[config.mk]
export PLATFORM = sky130hd
export DESIGN_NAME = lagd_pll_cfg_ctrl
export DESIGN_NICKNAME = d
export VERILOG_FILES = /design/src/rtl/lagd_pll_cfg_ctrl.sv
export SDC_FILE = /design/constraint.sdc
export NUM_CORES = 1
export LEC_CHECK = 0
export ABC_AREA = 1
export BUFFER_PORTS_ARGS = -buffer_cell sky130_fd_sc_hd__clkbuf_2
export CAP_MARGIN = 10
export CORE_ASPECT_RATIO = 1.2
export CORE_MARGIN = 4
export CORE_UTILIZATION = 45
export CTS_BUF_LIST = sky130_fd_sc_hd__clkbuf_16
export CTS_CLUSTER_SIZE = 30
export DETAILED_ROUTE_END_ITERATION = 10
export MAX_ROUTING_LAYER = met4
export PLACE_DENSITY = 0.61
export RECOVER_POWER = 50
export SLEW_MARGIN = 20
export SYNTH_ARGS = -nofsm -noshare
export SYNTH_HDL_FRONTEND = slang
export SYNTH_SLANG_ARGS = --single-unit
export TNS_END_PERCENT = 20
[constraint.sdc]
create_clock -name clk_i -period 5.5 [get_ports clk_i]
set_clock_uncertainty 0.05 [all_clocks]
set_input_delay 1.1 -clock clk_i [delete_from_list [all_inputs] [get_ports clk_i]]
set_output_delay 1.1 -clock clk_i [all_outputs]
set_load 0.02 [all_outputs]
[src/rtl/lagd_pll_cfg_ctrl.sv]
`timescale 1ns/1ps
// lagd_pll_cfg_ctrl
// Pad-driven PLL configuration controller. A configuration word is shifted in
// MSB first on rising edges of the synchronised strobe pad. It is committed on a
// rising edge of the commit pad, which then sequences PLL reset, lock wait and
// the core clock switch-over.
// Pad protocol: a strobe or commit "event" is a rising edge seen after
// synchronisation. There is no back-pressure. A commit that arrives with the
// wrong bit count, or while the sequencer is busy, is dropped and flagged on
// err_o.
module lagd_pll_cfg_ctrl #(
    parameter int unsigned          CfgWidth    = 32,
    parameter logic [CfgWidth-1:0]  CfgRstVal   = '0,
    parameter int unsigned          SyncStages  = 2,
    parameter int unsigned          RstCycles   = 16,
    parameter int unsigned          LockTimeout = 4096
) (
    input  logic                clk_i,
    input  logic                rst_ni,
    input  logic                pll_strb_i,
    input  logic                pll_data_i,
    input  logic                pll_cfg_vld_strb_i,
    output logic                pll_data_o,
    input  logic                pll_lock_i,
    output logic [CfgWidth-1:0] pll_cfg_o,
    output logic                pll_rst_o,
    output logic                clk_sel_o,
    output logic                busy_o,
    output logic                err_o
);

    // Bit counter holds 0..CfgWidth+1; CfgWidth+1 is the sticky overflow value.
    localparam int unsigned CntW = $clog2(CfgWidth + 2);
    localparam int unsigned RstW = $clog2(RstCycles + 1);
    localparam int unsigned ToW  = $clog2(LockTimeout + 1);

    localparam logic [CntW-1:0] CntFull = CntW'(CfgWidth);
    localparam logic [CntW-1:0] CntSat  = CntW'(CfgWidth + 1);
    localparam logic [RstW-1:0] RstLast = RstW'(RstCycles - 1);
    localparam logic [ToW-1:0]  ToLast  = ToW'(LockTimeout - 1);

    typedef enum logic [2:0] {
        S_IDLE      = 3'd0,
        S_RESET     = 3'd1,
        S_LOCK_WAIT = 3'd2,
        S_LOCKED    = 3'd3,
        S_FAIL      = 3'd4
    } state_e;

    // Synchroniser: one 4-bit lane group per stage {lock, commit, data, strobe}.
    logic [SyncStages-1:0][3:0] r_sync;
    logic                       r_strb_q;
    logic                       r_vld_q;
    logic [CfgWidth-1:0]        r_sr;
    logic [CntW-1:0]            r_bit_cnt;
    logic [CfgWidth-1:0]        r_cfg;
    logic                       r_err;
    state_e                     r_state;
    logic [RstW-1:0]            r_rst_cnt;
    logic [ToW-1:0]             r_to_cnt;
    logic                       r_pll_rst;
    logic                       r_clk_sel;
    logic                       r_busy;

    logic                       w_strb_s;
    logic                       w_data_s;
    logic                       w_vld_s;
    logic                       w_lock_s;
    logic                       w_strb_rise;
    logic                       w_vld_rise;
    logic [CfgWidth-1:0]        w_sr_upd;
    logic [CntW-1:0]            w_cnt_upd;
    logic                       w_can_commit;
    logic                       w_accept;
    logic                       w_reject;
    logic                       w_fault;
    state_e                     w_state_nxt;
    logic [RstW-1:0]            w_rst_cnt_nxt;
    logic [ToW-1:0]             w_to_cnt_nxt;

    assign w_strb_s = r_sync[SyncStages-1][0];
    assign w_data_s = r_sync[SyncStages-1][1];
    assign w_vld_s  = r_sync[SyncStages-1][2];
    assign w_lock_s = r_sync[SyncStages-1][3];

    assign w_strb_rise = w_strb_s & ~r_strb_q;
    assign w_vld_rise  = w_vld_s  & ~r_vld_q;

    // A coincident strobe is applied before the commit looks at sr/bit_cnt.
    assign w_sr_upd  = w_strb_rise ? {r_sr[CfgWidth-2:0], w_data_s} : r_sr;
    assign w_cnt_upd = (w_strb_rise && (r_bit_cnt != CntSat)) ? r_bit_cnt + 1'b1 : r_bit_cnt;

    assign w_can_commit = (r_state == S_IDLE) || (r_state == S_LOCKED) || (r_state == S_FAIL);
    assign w_accept     = w_vld_rise && (w_cnt_upd == CntFull) && w_can_commit;
    assign w_reject     = w_vld_rise && !w_accept;

    // Pad synchroniser chains and edge-detect history
    always_ff @(posedge clk_i or negedge rst_ni) begin
        if (!rst_ni) begin
            r_sync   <= '0;
            r_strb_q <= 1'b0;
            r_vld_q  <= 1'b0;
        end else begin
            r_sync   <= {r_sync[SyncStages-2:0],
                         {pll_lock_i, pll_cfg_vld_strb_i, pll_data_i, pll_strb_i}};
            r_strb_q <= w_strb_s;
            r_vld_q  <= w_vld_s;
        end
    end

    // Shift register and bit counter; every commit edge restarts the count
    always_ff @(posedge clk_i or negedge rst_ni) begin
        if (!rst_ni) begin
            r_sr      <= '0;
            r_bit_cnt <= '0;
        end else begin
            r_sr      <= w_sr_upd;
            r_bit_cnt <= w_vld_rise ? '0 : w_cnt_upd;
        end
    end

    // Active configuration and sticky error flag
    always_ff @(posedge clk_i or negedge rst_ni) begin
        if (!rst_ni) begin
            r_cfg <= CfgRstVal;
            r_err <= 1'b0;
        end else begin
            if (w_accept) begin
                r_cfg <= w_sr_upd;
                r_err <= 1'b0;
            end else if (w_reject || w_fault) begin
                r_err <= 1'b1;
            end
        end
    end

    // Sequencer state and its counters
    always_ff @(posedge clk_i or negedge rst_ni) begin
        if (!rst_ni) begin
            r_state   <= S_IDLE;
            r_rst_cnt <= '0;
            r_to_cnt  <= '0;
        end else begin
            r_state   <= w_state_nxt;
            r_rst_cnt <= w_rst_cnt_nxt;
            r_to_cnt  <= w_to_cnt_nxt;
        end
    end

    // Sequencer next state: reset pulse, lock wait with timeout, lock monitor
    always_comb begin
        w_state_nxt   = r_state;
        w_rst_cnt_nxt = r_rst_cnt;
        w_to_cnt_nxt  = r_to_cnt;
        w_fault       = 1'b0;
        unique case (r_state)
            S_IDLE, S_FAIL: begin
            end
            S_RESET: begin
                if (r_rst_cnt == RstLast) begin
                    w_state_nxt  = S_LOCK_WAIT;
                    w_to_cnt_nxt = '0;
                end else begin
                    w_rst_cnt_nxt = r_rst_cnt + 1'b1;
                end
            end
            S_LOCK_WAIT: begin
                if (w_lock_s) begin
                    w_state_nxt = S_LOCKED;
                end else if (r_to_cnt == ToLast) begin
                    w_state_nxt = S_FAIL;
                    w_fault     = 1'b1;
                end else begin
                    w_to_cnt_nxt = r_to_cnt + 1'b1;
                end
            end
            S_LOCKED: begin
                if (!w_lock_s) begin
                    w_state_nxt = S_FAIL;
                    w_fault     = 1'b1;
                end
            end
            default: w_state_nxt = S_IDLE;
        endcase
        // An accepted commit restarts the whole sequence from any idle-like state.
        if (w_accept) begin
            w_state_nxt   = S_RESET;
            w_rst_cnt_nxt = '0;
        end
    end

    // Registered control outputs, decoded from the next state
    always_ff @(posedge clk_i or negedge rst_ni) begin
        if (!rst_ni) begin
            r_pll_rst <= 1'b1;
            r_clk_sel <= 1'b0;
            r_busy    <= 1'b0;
        end else begin
            r_pll_rst <= !((w_state_nxt == S_LOCK_WAIT) || (w_state_nxt == S_LOCKED));
            r_clk_sel <= (w_state_nxt == S_LOCKED);
            r_busy    <= (w_state_nxt == S_RESET) || (w_state_nxt == S_LOCK_WAIT);
        end
    end

    assign pll_data_o = r_sr[CfgWidth-1];
    assign pll_cfg_o  = r_cfg;
    assign pll_rst_o  = r_pll_rst;
    assign clk_sel_o  = r_clk_sel;
    assign busy_o     = r_busy;
    assign err_o      = r_err;

endmodule

==> results of run 1 <==
==> flip-flops by register name, summed over array words and instances (netlist names) <==
| signal | count |
|---|---|
| busy_o | 1 |
| r_state | 3 |
| r_bit_cnt | 6 |
| pll_cfg_o | 32 |
| r_sync | 8 |
| r_strb_q | 1 |
| r_vld_q | 1 |
| r_rst_cnt | 5 |
| r_sr | 32 |
| err_o | 1 |
| r_to_cnt | 13 |
| clk_sel_o | 1 |
| pll_rst_o | 1 |
==> cell usage in the layout (no fill, tap or decap), types with 2 or more instances in the layout <==
cell,count
nand3_1,55
nor2_1,26
clkbuf_2,5
buf_4,4
xor2_1,9
nand3b_1,3
o31ai_1,3
o21ai_0,13
nand4_1,7
nand2_1,212
inv_1,37
ha_1,5
dfrtp_1,104
clkbuf_16,9
a21oi_1,5
inv_6,3
clkbuf_1,38
nor3_1,6
inv_8,2
nor2_2,2
==> cell usage after synthesis <==
cell type,number
a21oi_1,5
a22oi_1,1
and3_1,1
buf_2,8
buf_6,3
clkbuf_1,7
dfrtp_1,104
dfstp_2,1
ha_1,5
inv_1,36
nand2_1,212
nand2_4,1
nand3_1,54
nand3_2,2
nand3b_1,3
nand4_1,7
nor2_1,25
nor2_2,3
nor3_1,6
nor3_4,1
o211ai_1,1
o21a_1,1
o21ai_0,13
o31ai_1,3
or2_2,1
xor2_1,9
==> final cells by class <==
class / instances / area, sq um / area share [%]
tap: 123 / 154 / 3.07
inverter: 36 / 135 / 2.70
sequential: 105 / 2630 / 52.5
clock inverter: 7 / 61.3 / 1.22
timing repair buffer: 47 / 198 / 3.95
multi-input combinational: 354 / 1600 / 32.0
clock buffer: 9 / 225 / 4.50
==> stage by stage <==
step	worst slack (ns)	total power [W]
floorplan	3.68	0.000887
global placement	2.76	0.000919
detailed placement	2.65	0.000922
CTS	2.64	0.00154
global route	1.45	0.00159
finish	1.90	0.00152
==> worst paths after layout <==
path / from / to
setup reg to reg: r_strb_q / r_rst_cnt[2]
setup / recovery: r_strb_q / r_rst_cnt[2]
max in group asynchronous: rst_ni / pll_cfg_o[31]
min in group asynchronous: rst_ni / r_sync[3]
hold / removal: r_sync[2] / r_sync[6]
hold reg to reg: r_sync[2] / r_sync[6]
==> layer usage <==
| layer | up-vias | share of wire [%] | global-route usage (%) |
|---|---|---|---|
| li1 | 1703 | - | - |
| met1 | 1602 | 46 | 20.8 |
| met2 | 58 | 49 | 28.5 |
| met3 | 8 | 3.9 | 3.26 |
| met4 | 0 | 1.0 | 4.92 |
| met5 | - | 0 | - |
==> critical path, delay by kind of cell (launching register included) <==
family                 cells  cell delay, ns
buffers and inverters      3            1.41
flip-flops                 1            0.38
AND/OR/NAND/NOR            7            1.63
==> power groups by stage <==
| stage | Sequential (W) | Combinational [W] | Clock, W |
|---|---|---|---|
| after floorplan | 0.000829 | 0.0000583 | 0 |
| after detailed placement | 0.000833 | 0.0000890 | 0 |
| after global routing | 0.000823 | 0.000102 | 0.000671 |
| final | 0.000818 | 0.0000866 | 0.000617 |
| after global placement | 0.000832 | 0.0000870 | 0 |
| after CTS | 0.000818 | 0.0000894 | 0.000634 |
==> cell families after synthesis <==
group | share of synthesized area, %
and+or+nand+nor | 29.8
DFF | 58.7
buffers and inverters | 5.26
AOI/OAI and AO/OA | 3.02
xor gates and xnor gates | 1.76
adders and majority gates | 1.40
==> metrics.txt, run 1 <==
power density cells 304 nW/um^2; die width 99.0 um; Synth Cell Area 4480 sq um; RSZ-0062 raised after global routing false; flops & latches, synth 105; Slowest cell on crit path clkbuf_1; wire per inst 12.6 um; Area growth syn-to-layout 11.9%; Power Internal 0.00114 W; Period Utilization, post-route 65.4%; Syn Inst Count 513; Core ar. 9610 sq um; Final ANT Viol Nets 0; die area 11600 sq um; leak pwr 2.62 nW; Crit Path Class register to register; CTS Buf Count 9; placed inst area 4780 sq um; Yosys top cell by area dfrtp_1; failing checks max-capacitance violations, max-slew violations; first-pass GRT wire length 15.4 mm; DR iter-0 viols 190; syn_area_per_cell 8.72 sq um; CTS tree yes; drt pass-1 iters 5; Net Sw Frac 25.1%; Yosys top cell area share 58.1%; Clock Tree Root clkbuf_16; Row Count 39; Reg clk slew, reported paths 0.07 ns; Final Max Tran Viols 42; WP data required 5.68 ns; CP Cell Sequence nor2_1, clkbuf_1, nand2_1, nand2_1, nand2_1, nor3_4, buf_4, nand2_4, inv_1, nor2_1; post-CTS resize count 0; Hold Path Depth 0; maxcap violations 1; Comb power frac 5.7%; Critical Path Start Type register; gpl congestion 0.823; clock power share 40.6%; GR Overflow Total 0; setup_tns 0 ns; switching pwr 0.000382 W; measured slew at the worst slew-check pin 2.13 ns; post-synthesis sequential area ratio 58.7%; Flop pwr share 53.8%; syn_nets 524; Peak VDD IR 0.155 mV; initial antenna violation count 0; CP max FO 37; Synth Warn # 0; Min-Delay Path Class register to register; endpoint class of the critical path register; cts hold-fix bufs 0; setup bufs post-CTS 0; clock tree buffer depth 2; CTS H-tree lvls 3; n_diodes 0; Setup violations, final 0; largest net degree at the start of global routing 66; final hold vios 0; CP arrival 3.78 ns; Max stage delay on crit path 0.82 ns; Placed Cells incl. Taps 665; worst hold slack 0.300 ns; status finished with violations; Filler Cells Inserted 929; IO Pins 43; DRT Wirelength 8.58 mm; Yosys cell types 26; Starting Density 46.6%; Detailed Place HPWL 5.67 mm; Final #Nets 564; Fmax achieved 278 MHz; R2R depth 10; Reg2Reg Setup Slack 1.90 ns; minimum clock period 3.60 ns; detailed-route DRC error count 0; Finished Layout Cells 681; Die Y 117 um; post-layout util 52.1%; most frequent CP cell nand2_1; Post-Layout Inst Area 5010 sq um; Avg Vias per Cell 4.95; GRT Total Usage 16.9%; Rel. slew slack -42.2%; clk sinks 105; IO Port Bufs 42; clock latency on the worst-skew pair 0.34 ns; via count 3371; largest cells by area after synthesis dfrtp_1 (58%), nand2_1 (18%), nand3_1 (6.0%); share of layout cells above drive strength 1 5.56%; vias in the first global route 3371
(Power assumes the default switching activity.)
==> run 2: changes to the inputs <==
ABC_AREA = 0   (was 1)
PLACE_DENSITY = 0.64   (was 0.61)
clock period = 2.88 ns   (was 5.5 ns; I/O delays follow)
==> run 2 against run 1 <==
  * The run now ends clean
  * Final area increased by 0.30%
  * Non-clock buffer count increased by 4
  * Wire length decreased by 14%
  * Via count decreased by 24%
  * First-iteration DRC count decreased by 52%
  * Synthesized area decreased by 0.89%
  * Clock power increased by 75%
  * Largest power group unchanged
  * Sequential cell count unchanged
  * Combinational power increased to 2.6 times the previous value
  * Critical endpoint is now pll_cfg_o[30]
==> metrics.txt, run 2 <==
top-count cell post-synth dfrtp_1; Synth Cell Area 4440 sq um (-0.89%); measured slew at the worst slew-check pin 1.12 ns (-1.01 ns); Yosys cell types 44 (+69%); Final ANT Viol Nets 0 (unchanged); total power 0.00296 W (+94%); largest net degree at the start of global routing 48 (-27%); Min-Delay Path Class primary input to register; vias in the first global route 2658 (-21%); GRT Total Usage 14.4% (-2.5 points); clock latency on the worst-skew pair 0.34 ns (about the same); setup ws final 0.376 ns (-1.52 ns); status finished, final reports clean; n_diodes 0 (unchanged); first-pass GRT wire length 12.7 mm (-18%); IO Port Bufs 42 (unchanged); CP delay by family, top compound AO/OA/AOI/OAI gates; Crit Path Class register to register; Rel. slew slack 25.3% (+68 points); clock tree buffer depth 2 (unchanged); Die Y 117 um (-0.42%); CP Cell Sequence ha_1, nand3b_4, o31a_4, o32ai_2, and3_2, buf_4, mux2_1; DR iter-0 viols 92 (-52%); Final Max Tran Viols 0 (-100%); gpl congestion 0.821 (-0.28%); Reg clk slew, reported paths 0.07 ns (about the same); Detailed Place HPWL 5.00 mm (-12%); flops & latches, synth 105 (unchanged); largest cells by area after synthesis dfrtp_1 (59%), mux2_4 (10%), mux2_2 (8.4%); DRT Wirelength 7.34 mm (-14%); worst hold slack 0.288 ns (-0.0112 ns); post-CTS resize count 0 (unchanged); dpl ws 0.388 ns (-2.26 ns); CP arrival 2.67 ns (-1.11 ns); Starting Density 46.4% (-0.18 points); CTS Buf Count 9 (unchanged); drt pass-1 iters 4 (-1); final hold vios 0 (unchanged); post-synthesis sequential area ratio 59.3% (+0.53 points); Syn Inst Count 319 (-38%); IO Pins 43 (unchanged); Fmax achieved 399 MHz (+44%); Core ar. 9560 sq um (-0.51%); post-layout util 52.5% (+0.42 points); Critical Path Start Type register; WP data required 3.05 ns (-2.63 ns); Max stage delay on crit path 0.51 ns (-0.31 ns); die area 11500 sq um (-0.83%); syn_area_per_cell 13.9 sq um (+59%); via count 2556 (-24%); detailed-route DRC error count 0 (unchanged); initial antenna violation count 0 (unchanged); Slowest cell on crit path dfrtp_1; Synth top cells by count dfrtp_1 (104), mux2_2 (33), mux2_4 (30); Area growth syn-to-layout 13.2%; leak pwr 2.47 nW (-5.7%); Synth Warn # 0 (unchanged); power density cells 589 nW/um^2 (+94%); endpoint class of the critical path register; Yosys top cell by area dfrtp_1; RSZ-0062 raised after global routing false; CTS H-tree lvls 3 (unchanged); Clock Tree Root clkbuf_16; CP max FO 16 (-57%); maxcap violations 0 (-1); Avg Vias per Cell 5.15 (+4.1%); Final #Nets 379 (-33%); number of buffers and inverters on the critical path 1 (-2); ys flop type dfrtp_1; commonest non-fill, non-tap cells in the layout dfrtp_1 (104), clkbuf_2 (42), mux2_4 (30); CTS tree yes; setup_tns 0 ns (unchanged); share of layout cells above drive strength 1 33.2% (+28 points); cts hold-fix bufs 0 (unchanged); die width 98.6 um (-0.41%); syn_nets 330 (-37%); number of enable flip-flop cells after synthesis 0 (unchanged); Period Utilization, post-route 86.9% (+22 points); Row Count 39 (unchanged); Peak VDD IR 0.322 mV (+110%); setup bufs post-CTS 0 (unchanged); clk sinks 105 (unchanged); Setup violations, final 0 (unchanged); commonest non-fill, non-tap cell in the layout dfrtp_1; minimum clock period 2.50 ns (-1.10 ns); GR Overflow Total 0 (unchanged); Yosys top cell area share 58.7% (+0.52 points); wire per inst 14.8 um (+17%); ys async rst share 100% (unchanged)
[run 2: cell types whose count changed after synthesis, moves of 4 or more]
cell      change
nand2_1     -197
mux2_4       +30
o21ai_0       -5
xnor2_1       +5
or3_1         +5
clkbuf_1      -4
mux2_2       +33
nand3_1      -46
inv_1        -33
buf_1         +4
buf_2         -7
[run 2: logic make-up after synthesis]
kind of cell / Yosys count / share of synthesized area, %
AO/OA/AOI/OAI: 25 / 3.95
adder cells (fa/ha/maj): 5 / 1.41
XOR/XNOR: 16 / 3.16
multiplexers: 66 / 19.2
flip-flops: 105 / 59.3
AND/OR/NAND/NOR: 86 / 10.2
buffers and inverters: 16 / 2.82
[run 2: layout make-up]
cell class                 count  area [sq um]
multi-input combinational    198          1680
fill                         853          4540
timing repair buffer          51           279
tap                          123           154
clock inverter                 7          40.0
sequential                   105          2630
inverter                       3          11.3
clock buffer                   9           225
[run 2: metrics by stage]
| step | std cells | area (sq um) |
|---|---|---|
| 6_report | 496 | 5020 |
| 5_1_grt | 496 | 5020 |
| 4_1_cts | 496 | 5050 |
| 3_5_place_dp | 480 | 4790 |
| 3_3_place_gp | 480 | 4790 |
| 2_1_floorplan | 319 | 4440 |
[run 2: path summary, 6_finish.rpt]
kind	startpoint	endpoint	slack, ns	depth (start not counted)
max	r_bit_cnt[0]	pll_cfg_o[30]	0.38	7
min in group asynchronous	rst_ni	r_to_cnt[11]	0.38	1
max reg2reg	r_bit_cnt[0]	pll_cfg_o[30]	0.38	7
min reg2reg	r_sync[1]	r_sync[5]	0.30	0
max in group asynchronous	rst_ni	r_rst_cnt[1]	0.77	2
min	pll_lock_i	r_sync[3]	0.29	1
[run 2: worst register-to-register path: stages (launching register included)]
cell and delay [ns]:
dfrtp_1 0.51, ha_1 0.26, nand3b_4 0.10, o31a_4 0.32, o32ai_2 0.22, and3_2 0.26
buf_4 0.31, mux2_1 0.36
[run 2: metal layers]
layer  up-vias  track usage (%)  wire length, um
li1       1225                -                -
met1      1284             18.1             3480
met2        37             21.9             3510
met3        10             4.00              220
met4         0             6.10              131
met5         -                -                0
[run 2: power breakdown]
part           switching, W  total [W]  internal (W)  leakage (nW)
Combinational      0.000109   0.000222      0.000112         0.930
Clock              0.000508    0.00108      0.000576         0.131
Sequential        0.0000651    0.00165       0.00159          1.41
Total              0.000682    0.00296       0.00228          2.47
